--- src/rtl/pipe_stage_skid.sv ---
// Two-entry pipeline stage (main + skid register) with registered in_ready,
// flush/bubble insert and a saturating back-pressure cycle counter.
module pipe_stage_skid #(
  parameter int DATA_W = 64,
  parameter int RD_W   = 5,
  parameter int CNT_W  = 16
) (
  input  logic              clk,
  input  logic              rst_n,
  input  logic              flush,
  input  logic              in_valid,
  input  logic [DATA_W-1:0] in_data,
  input  logic [RD_W-1:0]   in_rd,
  input  logic              in_regwrite,
  output logic              in_ready,
  output logic              out_valid,
  output logic [DATA_W-1:0] out_data,
  output logic [RD_W-1:0]   out_rd,
  output logic              out_regwrite,
  input  logic              out_ready,
  output logic [1:0]        occupancy,
  output logic [CNT_W-1:0]  stall_cnt
);

  typedef enum logic [1:0] {
    EMPTY = 2'd0,
    ONE   = 2'd1,
    FULL  = 2'd2
  } state_t;

  state_t            state, state_nxt;
  logic              in_ready_q;
  logic              accept, take;
  logic              load_main_in, load_main_skid, load_skid;

  logic [DATA_W-1:0] main_data, skid_data;
  logic [RD_W-1:0]   main_rd,   skid_rd;
  logic              main_rw,   skid_rw;

  assign in_ready     = in_ready_q;
  assign out_valid    = (state != EMPTY);
  assign accept       = in_valid & in_ready_q;
  assign take         = out_valid & out_ready;
  assign out_data     = main_data;
  assign out_rd       = main_rd;
  assign out_regwrite = main_rw & out_valid;

  always_comb begin
    state_nxt      = state;
    load_main_in   = 1'b0;
    load_main_skid = 1'b0;
    load_skid      = 1'b0;
    occupancy      = 2'd0;
    case (state)
      EMPTY: occupancy = 2'd0;
      ONE:   occupancy = 2'd1;
      FULL:  occupancy = 2'd2;
      default: occupancy = 2'd0;
    endcase
    if (flush) begin
      state_nxt = EMPTY;
    end else begin
      case (state)
        EMPTY: begin
          if (accept) begin
            load_main_in = 1'b1;
            state_nxt    = ONE;
          end
        end
        ONE: begin
          if (accept && take) begin
            load_main_in = 1'b1;
          end else if (accept) begin
            load_skid = 1'b1;
            state_nxt = FULL;
          end else if (take) begin
            state_nxt = EMPTY;
          end
        end
        FULL: begin
          if (take) begin
            load_main_skid = 1'b1;
            state_nxt      = ONE;
          end
        end
        default: state_nxt = EMPTY;
      endcase
    end
  end

  // in_ready is derived from the next state so it never depends on out_ready combinationally
  always_ff @(posedge clk or negedge rst_n) begin
    if (!rst_n) begin
      state      <= EMPTY;
      in_ready_q <= 1'b0;
    end else begin
      state      <= state_nxt;
      in_ready_q <= (state_nxt != FULL);
    end
  end

  always_ff @(posedge clk or negedge rst_n) begin
    if (!rst_n) begin
      main_data <= '0;
      main_rd   <= '0;
      main_rw   <= 1'b0;
      skid_data <= '0;
      skid_rd   <= '0;
      skid_rw   <= 1'b0;
    end else if (flush) begin
      main_data <= '0;
      main_rd   <= '0;
      main_rw   <= 1'b0;
      skid_data <= '0;
      skid_rd   <= '0;
      skid_rw   <= 1'b0;
    end else begin
      if (load_main_in) begin
        main_data <= in_data;
        main_rd   <= in_rd;
        main_rw   <= in_regwrite;
      end else if (load_main_skid) begin
        main_data <= skid_data;
        main_rd   <= skid_rd;
        main_rw   <= skid_rw;
      end
      if (load_skid) begin
        skid_data <= in_data;
        skid_rd   <= in_rd;
        skid_rw   <= in_regwrite;
      end
    end
  end

  always_ff @(posedge clk or negedge rst_n) begin
    if (!rst_n) begin
      stall_cnt <= '0;
    end else if (out_valid && !out_ready && (stall_cnt != '1)) begin
      stall_cnt <= stall_cnt + 1'b1;
    end
  end

endmodule

--- config.mk ---
export PLATFORM = sky130hd
export DESIGN_NAME = pipe_stage_skid
export DESIGN_NICKNAME = d
export VERILOG_FILES = /design/src/rtl/pipe_stage_skid.sv
export SDC_FILE = /design/constraint.sdc
export NUM_CORES = 1
export LEC_CHECK = 0
export CORE_MARGIN = 2
export CORE_UTILIZATION = 40
export DETAILED_ROUTE_END_ITERATION = 6
export PLACE_DENSITY_LB_ADDON = 0.15
export RECOVER_POWER = 100
export REMOVE_ABC_BUFFERS = 1
export SETUP_SLACK_MARGIN = 0.05
export SLEW_MARGIN = 10
export SYNTH_ARGS = -nofsm -noshare
export SYNTH_HDL_FRONTEND = slang
export SYNTH_SLANG_ARGS = --single-unit
export TNS_END_PERCENT = 100
--- constraint.sdc ---
create_clock -name clk -period 3.05 [get_ports clk]
set_clock_uncertainty 0.05 [all_clocks]
set_input_delay 0.305 -clock clk [delete_from_list [all_inputs] [get_ports clk]]
set_output_delay 0.305 -clock clk [all_outputs]
set_load 0.01 [all_outputs]
==> results.tsv <==
metric	value	unit
layout cells sized above 1	6.03	%
final hold slack	0.200	ns
# Post-CTS Setup Buffers	0	
CP startpoint kind	input port	
VDD IR-drop max	0.432	mV
core footprint	16600	um2
overall power	0.00556	W
post-synth top area share	58.1	%
slew margin rel.	17.9	%
Reg clk slew, reported paths	0.06	ns
synth cell count leaders	218 x nand2_1, 159 x dfrtp_1, 70 x a21oi_1, 70 x a2bb2oi_1, 70 x o21ai_0	
initial antenna violation count	1	
routing usage on met2	33.1	%
YS warnings	0	
DR pass1 iterations	6	
Post-DP HPWL	11.3	mm
CTS Buf Count	17	
critical path class	in -> reg	
Die ar.	18200	um2
max-slew violation count	0	
Skew-Pair Late Insertion Delay	0.42	ns
vias in the first global route	5762	
Routed Wire Length	19.0	mm
Lkg Pwr	4.12	nW
Starting Density	41.2	%
Final #Nets	926	
cell with the most instances after synthesis	nand2_1	
layout overhead on the synthesized area	35.9	%
Finished Cell Area	9310	um2
ys flop type	dfrtp_1	
final core utilization	56.0	%
register area share after synthesis	58.1	%
clock buffer depth	2	
routability cong.	0.840	
actual slew at the worst max-slew pin	1.23	ns
GR Overflow Total	0	
crit path capture type	flip-flop	
DIE HEIGHT	135	um
critical path fanouts, max	51	
drt wl/cell	17.5	um
CTS resizes	0	
status	finished, final reports clean	
clk sinks	159	
Final Setup Violations	0	
largest cells by area after synthesis	dfrtp_1 58%, nand2_1 12%, a2bb2oi_1 8.9%	
grt peak-use layer	met2	
Vias	5848	
M3 GR Usage	5.89	%
setup TNS	0	ns
Netlist cell types	41	
Fin. Hold Viols	0	
hold crit path type	in -> reg	
CTS tree	done	
fmax	0.402	GHz
post-synth top area cell	dfrtp_1	
initial DRC count	446	
Mapped Area	6850	um2
RSZ-0062 raised after global routing	no	
Post-Syn Area per Cell	9.69	um2
Critical Path AT	2.77	ns
ys async rst share	100	%
largest net degree at the start of global routing	80	
#FFs+latches synth	159	
Antenna Nets Post-Route	0	
Die W	135	um
Placed Area	8700	um2
fin crit period	2.49	ns
Req. time, crit path	3.33	ns
global-route wire length before repair	30.6	mm
gr usage total	21.4	%
Cell Rows	47	
Post-Syn Instances	707	
Final Cycle Share	81.6	%
I/O Pins	165	
DR DRC count	0	
routed vias/inst	5.39	
I/O Buffers	164	
max-cap violations	0	
pwr dens	597	nW/um2
clk root buf	clkbuf_16	
CTS H-tree lvls	4	
Post-synth EDFFs	0	
met1 Track Usage GR	30.0	%
==> path summary, 6_finish.rpt <==
path | from | to | slack, ns | depth (start not counted)
worst max register to register | state[0]$_DFF_PN0_ | out_data[18]$_DFFE_PN0P_ | 0.66 | 5
min in group asynchronous | rst_n | out_data[13]$_DFFE_PN0P_ | 0.31 | 2
max in group asynchronous | rst_n | main_rw$_DFFE_PN0P_ | 1.12 | 3
worst min-delay path | flush | in_ready$_DFF_PN0_ | 0.20 | 2
worst max-delay path | out_ready | out_data[18]$_DFFE_PN0P_ | 0.56 | 6
worst min register to register | skid_data[62]$_DFFE_PN0P_ | skid_data[62]$_DFFE_PN0P_ | 0.47 | 2
==> where the power goes <==
group	switching [W]	total [W]	internal (W)
sequential	0.000129	0.00240	0.00227
clock	0.000824	0.00229	0.00147
combinational	0.000417	0.000869	0.000452
==> logic make-up after synthesis <==
kind of cell,share of synthesized area (%)
adder cells (fa/ha/maj),0.183
buffers and inverters,3.32
XOR/XNOR,1.66
AND/OR/NAND/NOR,16.4
flip-flops,58.1
multiplexers,0.329
AO/OA/AOI/OAI,20.0
==> worst max-delay path, stage by stage <==
cell             delay [ns]
clkdlybuf4s50_1        0.61
nand2b_1               0.27
nor4b_4                0.26
clkbuf_2               0.96
nand2_1                0.12
a2bb2oi_1              0.22
==> layout by cell type, fill, tap and decap left out, types with 2 or more instances in the layout <==
master,instances
a21oi_1,70
a2bb2oi_1,70
buf_12,2
buf_4,6
bufinv_16,5
clkbuf_1,3
clkbuf_16,17
clkbuf_2,2
clkdlybuf4s50_1,72
clkinv_2,3
clkinvlp_4,3
dfrtp_1,159
dlygate4sd3_1,91
inv_1,6
nand2_1,217
nand2b_1,2
nand3_1,5
nand4_1,5
nor2_1,4
nor3_1,5
nor4_1,4
o21ai_0,70
or2_2,2
or4_1,2
xnor2_1,2
xor2_1,11
==> state kept, by name, summed over array words and instances (netlist names) <==
register and flops:
in_ready 1, main_rw 1, out_data 64, out_rd 5, skid_data 64, skid_rd 5
skid_rw 1, stall_cnt 16, state 2
==> what timing repair did <==
action                     CTS  global route
hold buffers                 1             0
setup endpoints to repair    0             0
hold endpoints to repair    42             0
==> through the flow <==
step / cells / worst slack (ns)
floorplan: 655 / -0.477
CTS: 1083 / 0.817
finish: 1084 / 0.562
detailed placement: 1050 / 0.560
global route: 1083 / 0.419
global placement: 1050 / 0.566
==> cell type report <==
class	count	area, um2
sequential	159	3980
tap	220	275
fill	1433	7330
clock inverter	11	188
antenna	1	2.50
inverter	6	22.5
clock buffer	21	450
timing repair buffer	176	1750
multi-input combinational	490	2650
==> per-layer routing <==
| metal | vias to the layer above | routed length [um] | part of all wire [%] |
|---|---|---|---|
| met1 | 2915 | 8460 | 45 |
| met5 | - | 0 | 0 |
| li1 | 2730 | - | - |
| met4 | 0 | 157 | 0.83 |
| met2 | 189 | 9040 | 48 |
| met3 | 14 | 1320 | 7.0 |
Power figures use the tool's default switching activity.
